<file path="src/rtl/pc_seq_pkg.sv">
// ---------------------------------------------------------------------------
// pc_seq_pkg
// Shared types and constants for the fetch PC sequencer slice.
//   state_t    : sequencer FSM states (BOOT, RUN, MISS), 2-bit encoding
//   next_sel_t : selector for the next-PC mux (hold / sequential / target)
//   ADDR_W     : fetch address width
//   STEP_DEFAULT    : default sequential PC increment
//   ADDR_ALIGN_MASK : clears the byte-offset bits of a word address
// ---------------------------------------------------------------------------
package pc_seq_pkg;

    localparam int ADDR_W = 32;

    localparam logic [ADDR_W-1:0] STEP_DEFAULT    = 32'd4;
    localparam logic [ADDR_W-1:0] ADDR_ALIGN_MASK = 32'hFFFF_FFFC;

    typedef enum logic [1:0] {
        BOOT = 2'd0,
        RUN  = 2'd1,
        MISS = 2'd2
    } state_t;

    typedef enum logic [1:0] {
        SEL_HOLD = 2'd0,
        SEL_SEQ  = 2'd1,
        SEL_TGT  = 2'd2
    } next_sel_t;

endpackage

</file>
<file path="src/rtl/pc_next_calc.sv">
// ---------------------------------------------------------------------------
// pc_next_calc
// Combinational next-PC select.
// Ports:
//   pc      (in)  : current fetch address
//   target  (in)  : redirect address; byte-offset bits are dropped here
//   sel     (in)  : SEL_HOLD keeps pc, SEL_SEQ adds STEP (wraps mod 2^32),
//                   SEL_TGT loads the word-aligned target
//   pc_next (out) : value the PC register takes at the next edge
// ---------------------------------------------------------------------------
module pc_next_calc
    import pc_seq_pkg::*;
#(
    parameter logic [ADDR_W-1:0] STEP = STEP_DEFAULT
) (
    input  logic [ADDR_W-1:0] pc,
    input  logic [ADDR_W-1:0] target,
    input  next_sel_t         sel,
    output logic [ADDR_W-1:0] pc_next
);

    // Three-way mux; the sequential add relies on natural 32-bit wrap.
    always_comb begin
        pc_next = pc;
        case (sel)
            SEL_SEQ: pc_next = pc + STEP;
            SEL_TGT: pc_next = target & ADDR_ALIGN_MASK;
            default: pc_next = pc;
        endcase
    end

endmodule

</file>
<file path="src/rtl/pc_sequencer.sv">
// ---------------------------------------------------------------------------
// pc_sequencer
// Instruction-fetch PC sequencer with I-cache miss handling and branch
// redirects. Optional MIPS branch delay slot compiled in by defining the
// macro PC_SEQUENCER_DELAY_SLOT_EN.
// Parameters:
//   RESET_VEC : PC value loaded by reset
//   STEP      : sequential PC increment
// Ports:
//   clk         (in)  : clock, rising edge
//   rstn        (in)  : synchronous reset, active high (1 = reset)
//   hit         (in)  : I-cache hit for the current pc
//   stall       (in)  : downstream hold, pc does not advance
//   br_valid    (in)  : one-cycle redirect request
//   br_target   (in)  : redirect address, bits [1:0] ignored
//   refill_ack  (in)  : refill completion pulse, only honoured in MISS
//   pc          (out) : current fetch address (registered)
//   pc_en       (out) : high in the cycle whose edge loads a new pc
//   fetch_valid (out) : instruction at pc delivered this cycle
//   refill_req  (out) : level refill request while in MISS
//   refill_addr (out) : word-aligned miss address, zero when idle
// ---------------------------------------------------------------------------
module pc_sequencer
    import pc_seq_pkg::*;
#(
    parameter logic [ADDR_W-1:0] RESET_VEC = 32'h0000_0000,
    parameter logic [ADDR_W-1:0] STEP      = STEP_DEFAULT
) (
    input  logic              clk,
    input  logic              rstn,
    input  logic              hit,
    input  logic              stall,
    input  logic              br_valid,
    input  logic [ADDR_W-1:0] br_target,
    input  logic              refill_ack,
    output logic [ADDR_W-1:0] pc,
    output logic              pc_en,
    output logic              fetch_valid,
    output logic              refill_req,
    output logic [ADDR_W-1:0] refill_addr
);

    state_t            state, state_nxt;
    next_sel_t         sel;
    logic [ADDR_W-1:0] pc_nxt;
    logic [ADDR_W-1:0] tgt_sel;
    logic              pend_valid, pend_valid_nxt;
    logic [ADDR_W-1:0] pend_target, pend_target_nxt;
`ifdef PC_SEQUENCER_DELAY_SLOT_EN
    // Set once the delay-slot instruction has been fetched past, so the
    // next advance goes to the pending target.
    logic              pend_slot, pend_slot_nxt;
`endif

    pc_next_calc #(
        .STEP    (STEP)
    ) u_next (
        .pc      (pc),
        .target  (tgt_sel),
        .sel     (sel),
        .pc_next (pc_nxt)
    );

    // State, PC and pending-redirect registers; reset wins over everything,
    // which also drops any refill in flight.
    always_ff @(posedge clk) begin
        if (rstn) begin
            state       <= BOOT;
            pc          <= RESET_VEC;
            pend_valid  <= 1'b0;
            pend_target <= '0;
`ifdef PC_SEQUENCER_DELAY_SLOT_EN
            pend_slot   <= 1'b0;
`endif
        end else begin
            state       <= state_nxt;
            pc          <= pc_nxt;
            pend_valid  <= pend_valid_nxt;
            pend_target <= pend_target_nxt;
`ifdef PC_SEQUENCER_DELAY_SLOT_EN
            pend_slot   <= pend_slot_nxt;
`endif
        end
    end

    // Next-state and next-PC selection. A redirect that cannot be taken
    // right away is parked in pend_*; a newer br_valid always overwrites it.
    always_comb begin
        state_nxt       = state;
        sel             = SEL_HOLD;
        tgt_sel         = pend_target;
        pend_valid_nxt  = pend_valid;
        pend_target_nxt = pend_target;
`ifdef PC_SEQUENCER_DELAY_SLOT_EN
        pend_slot_nxt   = pend_slot;
`endif
        case (state)
            BOOT: begin
                state_nxt = RUN;
                if (br_valid) begin
                    pend_valid_nxt  = 1'b1;
                    pend_target_nxt = br_target;
`ifdef PC_SEQUENCER_DELAY_SLOT_EN
                    pend_slot_nxt   = 1'b0;
`endif
                end
            end
            RUN: begin
`ifdef PC_SEQUENCER_DELAY_SLOT_EN
                // The advance that coincides with br_valid is the delay
                // slot itself; the following advance takes the target.
                if (hit && !stall) begin
                    sel = SEL_SEQ;
                    if (br_valid) begin
                        pend_valid_nxt  = 1'b1;
                        pend_target_nxt = br_target;
                        pend_slot_nxt   = 1'b1;
                    end else if (pend_valid && pend_slot) begin
                        sel            = SEL_TGT;
                        pend_valid_nxt = 1'b0;
                        pend_slot_nxt  = 1'b0;
                    end else if (pend_valid) begin
                        pend_slot_nxt = 1'b1;
                    end
                end else begin
                    if (br_valid) begin
                        pend_valid_nxt  = 1'b1;
                        pend_target_nxt = br_target;
                        pend_slot_nxt   = 1'b0;
                    end
                    if (!hit) begin
                        state_nxt = MISS;
                    end
                end
`else
                // Redirects take priority over both stall and a miss.
                if (br_valid) begin
                    sel            = SEL_TGT;
                    tgt_sel        = br_target;
                    pend_valid_nxt = 1'b0;
                end else if (pend_valid) begin
                    sel            = SEL_TGT;
                    pend_valid_nxt = 1'b0;
                end else if (!hit) begin
                    state_nxt = MISS;
                end else if (!stall) begin
                    sel = SEL_SEQ;
                end
`endif
            end
            MISS: begin
                if (br_valid) begin
                    pend_valid_nxt  = 1'b1;
                    pend_target_nxt = br_target;
`ifdef PC_SEQUENCER_DELAY_SLOT_EN
                    pend_slot_nxt   = 1'b0;
`endif
                end
                if (refill_ack) begin
                    state_nxt = RUN;
`ifdef PC_SEQUENCER_DELAY_SLOT_EN
                    // The parked redirect waits for its delay slot in RUN.
`else
                    // Leave MISS straight onto the parked (or same-cycle)
                    // redirect target.
                    if (br_valid) begin
                        sel            = SEL_TGT;
                        tgt_sel        = br_target;
                        pend_valid_nxt = 1'b0;
                    end else if (pend_valid) begin
                        sel            = SEL_TGT;
                        pend_valid_nxt = 1'b0;
                    end
`endif
                end
            end
            default: begin
                state_nxt = BOOT;
            end
        endcase
    end

    // Status outputs decoded from the registered state; the refill address
    // is frozen because pc only changes on the edge that leaves MISS.
    always_comb begin
        pc_en       = (sel != SEL_HOLD);
        fetch_valid = (state == RUN) && hit;
        refill_req  = (state == MISS);
        refill_addr = (state == MISS) ? (pc & ADDR_ALIGN_MASK) : '0;
    end

endmodule

</file>
<file path="config.mk">
export PLATFORM = sky130hd
export DESIGN_NAME = pc_sequencer
export DESIGN_NICKNAME = d
export VERILOG_FILES = /design/src/rtl/pc_seq_pkg.sv /design/src/rtl/pc_next_calc.sv /design/src/rtl/pc_sequencer.sv
export SDC_FILE = /design/constraint.sdc
export NUM_CORES = 1
export LEC_CHECK = 0
export CORE_MARGIN = 2
export CORE_UTILIZATION = 28
export CTS_CLUSTER_DIAMETER = 100
export DETAILED_ROUTE_END_ITERATION = 8
export PLACE_DENSITY = 0.6
export SLEW_MARGIN = 20
export SYNTH_ARGS = -nofsm -noshare
export SYNTH_HDL_FRONTEND = slang
export SYNTH_HIERARCHICAL = 1
export SYNTH_SLANG_ARGS = --single-unit
</file>
<file path="constraint.sdc">
create_clock -name clk -period 8.25 [get_ports clk]
set_input_delay 1.2375 -clock clk [delete_from_list [all_inputs] [get_ports clk]]
set_output_delay 1.2375 -clock clk [all_outputs]
set_load 0.005 [all_outputs]
</file>
Word level (Yosys, flattened, before mapping) --
Cells that the tools add are included.
Cells by class: muxes and demuxes 23, equal/unequal tests 8, add/subtract/negate cells 1, reductions and logical operators 7
Operators with widths (number):
- 32-bit case mux with 2 select lines | 2
- 32-bit two-way mux | 3
- 32-bit by 3-bit adder with 32-bit output, second input constant | 1
- 2-bit two-way mux | 9
- 2-bit inequality test, second input constant | 4
- 1-bit two-way mux | 6
- 2-bit case mux with 3 select lines | 1
- 2-bit by 1-bit == test with 1-bit output, second input constant | 2
- 2-bit == test, second input constant | 2
- 2-bit case mux with 2 select lines | 1
- 4-bit AND reduction | 1
- 2-bit nonzero test | 2
- 1-bit case mux with 3 select lines | 1
- 3-bit nonzero test | 1
- 2-bit zero test | 1
- 2-bit OR reduction | 1
- 1-bit logical AND | 1
Word-level totals: register bits after elaboration 67, input port bits 38, output and inout port bits 67, logic and storage cells 43

Logic depth before layout (Yosys ltp) --
Gate-level depths: netlist of run 1.
word-level depth 7, depth in mapped cells 15, gate-level depth less buffers 12

By module --
Netlist of run 1, hierarchy kept.
Modules (own cells, without submodules):
- pc_sequencer | area an instance 2797.7 um^2, times used 1, cells each 320, seq. area each 1341.3 um^2
- pc_next_calc | area an instance 1335.0 um^2, times used 1, cells each 212, seq. area each 0.0 um^2

Worst setup path after synthesis of run 1 --
OpenSTA, ideal clock, no wires.
kind input to register, from input hit, to register pc[11], setup time 0.128 ns, path buffers 3, stages 10, arrival time 3.130 ns, data required time 8.122 ns, setup slack 4.992 ns, cell sequence and2_1 nor2b_1 and3_1 inv_1 ha_1 clkbuf_1 buf_1 clkbuf_1 o221ai_1 nor2b_1
Between the ends: longest elaborated chain between the ends 6, elaborated cells on any way between the ends 8, those cells by class eq/ne: 2; mux: 5; reduce/logical: 1
Ends and longest elaborated chain:
- start, declared | RTL line pc_sequencer.sv:31 | input logic hit,
- 1-bit two-way mux (*) | RTL line pc_sequencer.sv:144 | end else if (!hit) begin
- 2-bit two-way mux (*) | RTL line pc_sequencer.sv:141 | end else if (pend_valid) begin
- 2-bit two-way mux (*) | RTL line pc_sequencer.sv:137 | if (br_valid) begin
- 2-bit case mux with 2 select lines (*) | RTL line pc_sequencer.sv:97 | case (state)
- net sel[0] | RTL line pc_sequencer.sv:44 | next_sel_t sel;
- 2-bit == test or 2-bit by 1-bit == test with 1-bit output (tied branches) | RTL line pc_next_calc.sv:25 | case (sel)
- 32-bit case mux with 2 select lines (*) | RTL line pc_next_calc.sv:25
- net pc_nxt[11] | RTL line pc_sequencer.sv:45 | logic [ADDR_W-1:0] pc_nxt;
- end signal, assigned | RTL line pc_sequencer.sv:77 | pc <= pc_nxt;
- end, declared | RTL line pc_sequencer.sv:36 | output logic [ADDR_W-1:0] pc,
The timed path passes the listed nets; every way through them passes the cells marked *. A chain may end at the register's enable or synchronous reset.

Worst setup path after layout of run 1 --
from input br_valid, to output pc_en
Between the ends: longest elaborated chain between the ends 4, elaborated cells on any way between the ends 5, those cells by class mux: 4; reduce/logical: 1
Ends and longest elaborated chain:
- start, declared | RTL line pc_sequencer.sv:33 | input logic br_valid,
- 2-bit two-way mux | RTL line pc_sequencer.sv:166 | if (br_valid) begin
- 2-bit two-way mux | RTL line pc_sequencer.sv:159 | if (refill_ack) begin
- 2-bit case mux with 2 select lines (*) | RTL line pc_sequencer.sv:97
- 2-bit nonzero test (*) | RTL line pc_sequencer.sv:186 | pc_en = (sel != SEL_HOLD);
- end, declared | RTL line pc_sequencer.sv:37 | output logic pc_en,
Mark *: on every way between the ends. The rest lies on a longest branch, timed or not.

==> results of run 1 <==
==> metrics by stage <==
stage / hold slack, ns / cell area, um^2
3_5_place_dp: 0.447 / 5140
4_1_cts: 0.454 / 5420
2_1_floorplan: 0.437 / 4050
6_report: 0.453 / 5420
5_1_grt: 0.473 / 5420
3_3_place_gp: 0.442 / 5140
==> critical path, stage by stage <==
cell             delay [ns]
clkdlybuf4s50_1        0.65
nor2_1                 0.09
nor2_1                 0.13
o21a_1                 0.13
clkdlybuf4s50_1        0.50
==> metal layers <==
layer	vias to the layer above	track usage
met2	108	0.226
met1	1780	0.191
met5	-	0
met4	0	0.0449
li1	1957	-
met3	8	0.0387
==> where the power goes <==
part | switching, mW | total (mW) | internal [mW]
Clock | 0.135 | 0.353 | 0.218
Combinational | 0.219 | 0.355 | 0.136
Sequential | 0.0223 | 0.369 | 0.347
Total | 0.376 | 1.08 | 0.701
==> worst paths after layout <==
path / startpoint / end / slack (ns) / depth (start not counted)
max: br_valid / pc_en / 4.28 / 5
min: pend_target[4] / pend_target[4] / 0.45 / 2
max reg2reg: state[0] / pc[5] / 5.06 / 9
min reg2reg: pend_target[4] / pend_target[4] / 0.45 / 2
==> final cells by class <==
class,instances,share of cell area
clock buffer,13,0.0480
clock inverter,3,0.00277
inverter,20,0.0139
multi-input combinational,395,0.460
sequential,65,0.240
tap,180,0.0416
timing repair buffer,107,0.194
==> registers in the layout, indices dropped and copies added (netlist names) <==
name / cells
pend_valid: 1
pc: 32
pend_target: 30
state: 2
==> metrics.cfg, run 1 <==
[worst_setup_path]
cp-start-kind=primary input
required_ns=7.01
end_kind=output port
arrival_ns=2.74
crit_fanout=8
crit_type=in -> out

[yosys]
synth.cell_area_mm2=0.00405
ys_warn_count=6
syn_inst=522
syn_avg_cell_area_um2=7.76

[clock_network]
cts-root-buf=clkbuf_16
post_cts_buffers=0
cts_buffers=9
clkTransAtPathRegs_ns=0.05
cts_buffer_depth=2
numClockSinks=65
cts_tree=yes
clk_latency_ns=0.33
hold_buffers=0
ctsResizeCount=0
cts_max_level=3

[timing]
layout_setup_ws_ns=4.28
fmax_mhz=252
finalHoldViolCount=0
fin_crit_ns=3.97
setup_tns_ns=0
finClkSkew_ns=0.00753
rsz0062_at_grt=no
finalCritPeriodShare=0.482
relSlewSlack=0.288
setup_viol=0
final-max-slew-violation-count=0
max_slew.worst_pin.slew_ns=1.07

[grt]
grt_pass1_wl_mm=18.2
grt_pass1_vias=3593
grt_usage=0.143
antenna_found_initial=0
grt_max_degree=68
overflow=0

[routing]
viasPerCell=4.92
routed-via-count=3853
drt_iter0_markers=228
drt_pass1_iterations=4
postRouteAntennaNets=0
met1Wirelength_mm=5.31
top_layer_used=met4
drc=0
drt_wl_total_mm=11.5
wl_met3_um=701
routedWlPerCell_um=14.6
dr_wl_met2_mm=5.30

[layout]
final_common_cell=clkdlybuf4s50_1
final_cell_mix=clkdlybuf4s50_1 (99), nand2_1 (83), dfxtp_1 (65)
post-route-util=0.387
fill_cells=1424
stdcell_count=783
diodes=0
layout.area.seq_mm2=0.00130
finish.net_count=645
layout-drive-gt1-share=0.0680
area_growth_pct=33.7
multi_input_area_mm2=0.00249

[floorplanning]
rows=43
num_io_pins=105
initial_core_util=0.290
fp.dieH_um=124
design.die.area_mm2=0.0154
core_area_mm2=0.0140
dieWidth_um=124

[placement]
io_buffers=100
dp_hpwl_mm=8.02
pre_cts_ws_ns=4.07
dp.cells=767
gp_congestion=0.794

[pwr]
vdd_drop_max_mv=0.124
power.leakage_nw=1.97
powerDensity_mw_per_mm2=199
total_power_mw=1.08

[worst_hold_path]
hp-class=reg -> reg

[status]
run_status=completed

[job]
maxCapViolations=0

Power figures use the tool's default switching activity.
==> inputs of run 2 (changes only) <==
==> constraint.sdc (replaced) <==
create_clock -name clk -period 4.1 [get_ports clk]
set_input_delay 0.615 -clock clk [delete_from_list [all_inputs] [get_ports clk]]
set_output_delay 0.615 -clock clk [all_outputs]
set_load 0.005 [all_outputs]
==> run 2 against run 1 <==
Net effect: clock skew decreased by 0.0032 ns; final cell count increased by 0.26%; clock power increased by 140%; critical path depth increased by 5; non-clock buffer count increased by 2; die area unchanged; global-route usage increased by 0.76 points; critical path type is now in -> reg.
==> metrics.cfg, run 2 (synthesis gave the netlist of run 1 again) <==
[pwr]
powerDensity_mw_per_mm2=420  ; +110%
vdd_drop_max_mv=0.278  ; +120%
total_power_mw=2.31  ; +110%
power.leakage_nw=2.00  ; +1.6%

[layout]
diodes=0  ; unchanged
largest_reg_flops=32  ; unchanged
stdcell_count=785  ; +0.26%
reg_top3=pc: 32 flops, pend_target: 30 flops, state: 2 flops
final_common_cell=clkdlybuf4s50_1
layout-drive-gt1-share=0.0760  ; +0.00804
largest_register=pc
post-route-util=0.392  ; +0.00510
area_growth_pct=35.5
final_cell_mix=clkdlybuf4s50_1 (99), nand2_1 (83), dfxtp_1 (65)
finish.net_count=647  ; +0.31%

[worst_setup_path]
required_ns=4.35  ; -2.66 ns
crit_type=in -> reg
r2r_cells=10  ; +1
crit_fanout=16  ; +8
r2r-end=pc[6]
r2r_start=state[1]
arrival_ns=3.43  ; +0.69 ns
ff2ff_setup_slack_ns=0.98  ; -4.08 ns
cp-start-kind=primary input
end_kind=register

[clock_network]
cts_tree=yes
hold_buffers=0  ; unchanged
clk_latency_ns=0.33  ; about the same
post_cts_buffers=0  ; unchanged
numClockSinks=65  ; unchanged
cts_buffers=9  ; unchanged
cts-root-buf=clkbuf_16
cts_buffer_depth=2  ; unchanged
ctsResizeCount=0  ; unchanged
cts_max_level=3  ; unchanged
clkTransAtPathRegs_ns=0.05  ; about the same

[timing]
setup_viol=0  ; unchanged
finalCritPeriodShare=0.774
layout_setup_ws_ns=0.927  ; -3.35 ns
rsz0062_at_grt=no
fin_crit_ns=3.17
max_slew.worst_pin.slew_ns=0.693  ; -0.375 ns
relSlewSlack=0.538  ; +0.250
fmax_mhz=315
finalHoldViolCount=0  ; unchanged
setup_tns_ns=0  ; unchanged
final-max-slew-violation-count=0  ; unchanged
finClkSkew_ns=0.00433  ; -0.00321 ns

[placement]
dp_hpwl_mm=8.40  ; +4.7%
gp_congestion=0.810  ; +2.1%
dp.cells=769  ; +0.26%
io_buffers=100  ; unchanged
pre_cts_ws_ns=0.637  ; -3.43 ns

[grt]
grt_usage=0.151  ; +0.00759
grt_pass1_wl_mm=19.1  ; +4.8%
antenna_found_initial=0  ; unchanged
overflow=0  ; unchanged
grt_pass1_vias=3684  ; +2.5%
grt_max_degree=63  ; -7.4%

[floorplanning]
core_area_mm2=0.0140  ; unchanged
rows=43  ; unchanged
fp.dieH_um=124  ; unchanged
dieWidth_um=124  ; unchanged
initial_core_util=0.290  ; unchanged
design.die.area_mm2=0.0154  ; unchanged
num_io_pins=105  ; unchanged

[worst_hold_path]
holdPathStages=2  ; unchanged
hold-path-endpoint=pend_target[8]
hp-class=reg -> reg
worstHoldStart=pend_target[8]

[status]
run_status=completed

[routing]
viasPerCell=4.97  ; +1.1%
routed-via-count=3905  ; +1.3%
postRouteAntennaNets=0  ; unchanged
routedWlPerCell_um=15.0  ; +2.8%
drt_pass1_iterations=5  ; +1
drt_iter0_markers=287  ; +26%
drt_wl_total_mm=11.8  ; +3.1%
drc=0  ; unchanged

[job]
maxCapViolations=0  ; unchanged

-- run 2: metrics by stage --
stage | cell area (um^2) | hold slack [ns]
floorplan | 4050 | 0.437
global placement | 5160 | 0.441
detailed placement | 5160 | 0.447
CTS | 5490 | 0.454
global route | 5490 | 0.471
finish | 5490 | 0.452
-- run 2: layout make-up --
| cell class | instances | area, um^2 |
|---|---|---|
| flip-flops and latches | 65 | 1300 |
| fillers | 1419 | 8500 |
| repair buffers | 109 | 1060 |
| inverters | 20 | 75.1 |
| multi-input cells | 395 | 2490 |
| clock buffers | 11 | 253 |
| well taps | 180 | 225 |
| clock inverters | 5 | 77.6 |
-- run 2: how the worst max path moves through the flow --
stage | startpoint | end | slack [ns] | cells past startpoint
3_5_place_dp | br_valid | pc[6] | 0.64 | 10
2_1_floorplan | state[0] | pc[11] | 1.34 | 12
4_1_cts | br_valid | pc[6] | 0.97 | 10
3_3_place_gp | br_valid | pc[10] | 0.74 | 10
5_1_grt | state[1] | pc[6] | 0.70 | 11
6_report | br_valid | pc[6] | 0.93 | 10
-- run 2: power breakdown --
group          switching [mW]  internal, mW  total, mW
Combinational           0.448         0.280      0.727
Sequential             0.0449         0.698      0.743
Clock                   0.274         0.563      0.837
Total                   0.767          1.54       2.31
-- run 2: routing by layer --
metal  part of all wire  vias to the layer above  wire (um)  track usage
met2               0.47                      104       5500        0.237
met1               0.46                     1827       5440        0.201
met5                  0                        -          0            0
met4              0.015                        0        181       0.0555
li1                   -                     1964          -            -
met3              0.058                       10        686       0.0361
-- run 2: critical path: stages --
cell             delay, ns
clkdlybuf4s50_1       0.57
nor2_1                0.18
nor2_1                0.07
and2_1                0.18
inv_1                 0.05
ha_1                  0.59
inv_1                 0.45
o31a_1                0.39
o22ai_1               0.16
nor2b_1               0.15
==> inputs of run 3 (changes only) <==
==> constraint.sdc (replaced) <==
create_clock -name clk -period 3.1 [get_ports clk]
set_input_delay 0.465 -clock clk [delete_from_list [all_inputs] [get_ports clk]]
set_output_delay 0.465 -clock clk [all_outputs]
set_load 0.005 [all_outputs]
==> run 3 against run 2 <==
Net effect: non-clock buffer count grew 5; count of clock-buffer cells in the layout rose by 4; sequential power up 32%; largest power group unchanged.
==> metrics.cfg, run 3 (synthesis gave the netlist of run 1 again) <==
[layout]
reg_top3=pc: 32 flops, pend_target: 30 flops, state: 2 flops
largest_reg_flops=32  ; unchanged
diodes=0  ; unchanged
fill_cells=1427  ; +0.56%
largest_register=pc
final_cell_mix=clkdlybuf4s50_1 (99), nand2_1 (83), dfxtp_1 (65)
finish.net_count=652  ; +0.77%
layout-drive-gt1-share=0.0803  ; +0.00429
final_common_cell=clkdlybuf4s50_1
stdcell_count=790  ; +0.64%
area_growth_pct=36.3

[floorplanning]
num_io_pins=105  ; unchanged
dieWidth_um=124  ; unchanged
initial_core_util=0.290  ; unchanged
core_area_mm2=0.0140  ; unchanged
rows=43  ; unchanged
design.die.area_mm2=0.0154  ; unchanged
fp.dieH_um=124  ; unchanged

[routing]
routedWlPerCell_um=14.7  ; -2.3%
routed-via-count=3901  ; -0.10%
drt_wl_total_mm=11.6  ; -1.7%
viasPerCell=4.94  ; -0.73%
drt_pass1_iterations=5  ; unchanged
drt_iter0_markers=255  ; -11%
drc=0  ; unchanged
postRouteAntennaNets=0  ; unchanged

[placement]
dp_hpwl_mm=8.47  ; +0.86%
gp_congestion=0.827  ; +2.1%
io_buffers=100  ; unchanged
dp.cells=774  ; +0.65%

[grt]
grt_max_degree=37  ; -41%
grt_usage=0.149  ; -0.00240
overflow=0  ; unchanged
grt_pass1_vias=3687  ; +0.081%
grt_pass1_wl_mm=18.8  ; -1.7%
antenna_found_initial=0  ; unchanged

[clock_network]
ctsResizeCount=0  ; unchanged
cts_buffer_depth=2  ; unchanged
clkTransAtPathRegs_ns=0.05  ; about the same
cts-root-buf=clkbuf_16
numClockSinks=65  ; unchanged
cts_tree=yes
cts_max_level=3  ; unchanged
hold_buffers=0  ; unchanged
cts_buffers=9  ; unchanged
clk_latency_ns=0.33  ; about the same
post_cts_buffers=0  ; unchanged

[timing]
finalHoldViolCount=0  ; unchanged
finalCritPeriodShare=0.894
final-max-slew-violation-count=0  ; unchanged
setup_tns_ns=0  ; unchanged
rsz0062_at_grt=no
fin_crit_ns=2.77
max_slew.worst_pin.slew_ns=0.593  ; -0.0997 ns
setup_viol=0  ; unchanged
relSlewSlack=0.604  ; +0.0664
finClkSkew_ns=0.00882  ; +0.00450 ns
fmax_mhz=361

[worst_setup_path]
arrival_ns=3.03  ; -0.40 ns
end_kind=register
required_ns=3.36  ; -0.99 ns
crit_type=reg -> reg
crit_fanout=15  ; -1
cp-start-kind=register

[worst_hold_path]
hp-class=reg -> reg

[job]
maxCapViolations=0  ; unchanged

[pwr]
powerDensity_mw_per_mm2=550  ; +31%
power.leakage_nw=2.02  ; +1.2%
vdd_drop_max_mv=0.302  ; +8.6%

[status]
run_status=completed

-- run 3: changes by cell type in the layout (fill, tap and decap cells not counted), sizes merged --
cell / delta
clkinv: -2
clkbuf: +4
bufinv: -1
buf: +5
clkinvlp: -1
-- run 3: worst paths after layout --
path / to / cells past startpoint / slack [ns] / from
max: pc[16] / 12 / 0.33 / state[1]
max reg2reg: pc[16] / 12 / 0.33 / state[1]
min: pend_target[21] / 2 / 0.45 / pend_target[21]
min reg2reg: pend_target[21] / 2 / 0.45 / pend_target[21]
-- run 3: where the power goes --
part	internal (mW)	total, mW	switching (mW)
registers	0.923	0.981	0.0578
logic	0.381	0.972	0.590
clock network	0.732	1.09	0.353
-- run 3: metrics by stage --
step | setup WS (ns) | power [mW] | util | area, um^2 | hold WS, ns
after floorplan | 0.336 | 1.68 | - | 4050 | 0.437
after global placement | 0.195 | 1.94 | 0.371 | 5190 | 0.442
after detailed placement | 0.161 | 1.97 | 0.371 | 5190 | 0.447
after CTS | 0.341 | 3.07 | 0.395 | 5520 | 0.454
after global routing | 0.121 | 3.22 | 0.395 | 5520 | 0.475
final | 0.329 | 3.04 | 0.395 | 5520 | 0.453
-- run 3: metal layers --
metal | GRT usage | vias to the layer above | wire length (um)
met5 | 0 | - | 0
met3 | 0.0335 | 14 | 680
met1 | 0.201 | 1785 | 5410
met4 | 0.0463 | 0 | 164
li1 | - | 1975 | -
met2 | 0.236 | 127 | 5340
-- run 3: final cells by class --
cell class | count | area (um^2) | share of cell area
tap | 180 | 225 | 0.0408
clock inverter | 1 | 30.0 | 0.00544
clock buffer | 15 | 298 | 0.0539
timing repair buffer | 114 | 1100 | 0.199
inverter | 20 | 75.1 | 0.0136
multi-input combinational | 395 | 2490 | 0.451
sequential | 65 | 1300 | 0.236
-- run 3: worst max-delay path, cell delays in order (launching register included) --
cell and delay, ns:
dfxtp_1 0.36, inv_1 0.12, ha_1 0.24, and2_1 0.16
nor2b_1 0.17, and3_1 0.24, inv_1 0.07, ha_2 0.39
nor2b_1 0.36, buf_4 0.29, a22oi_1 0.08, o21ai_0 0.08
nor2b_1 0.15
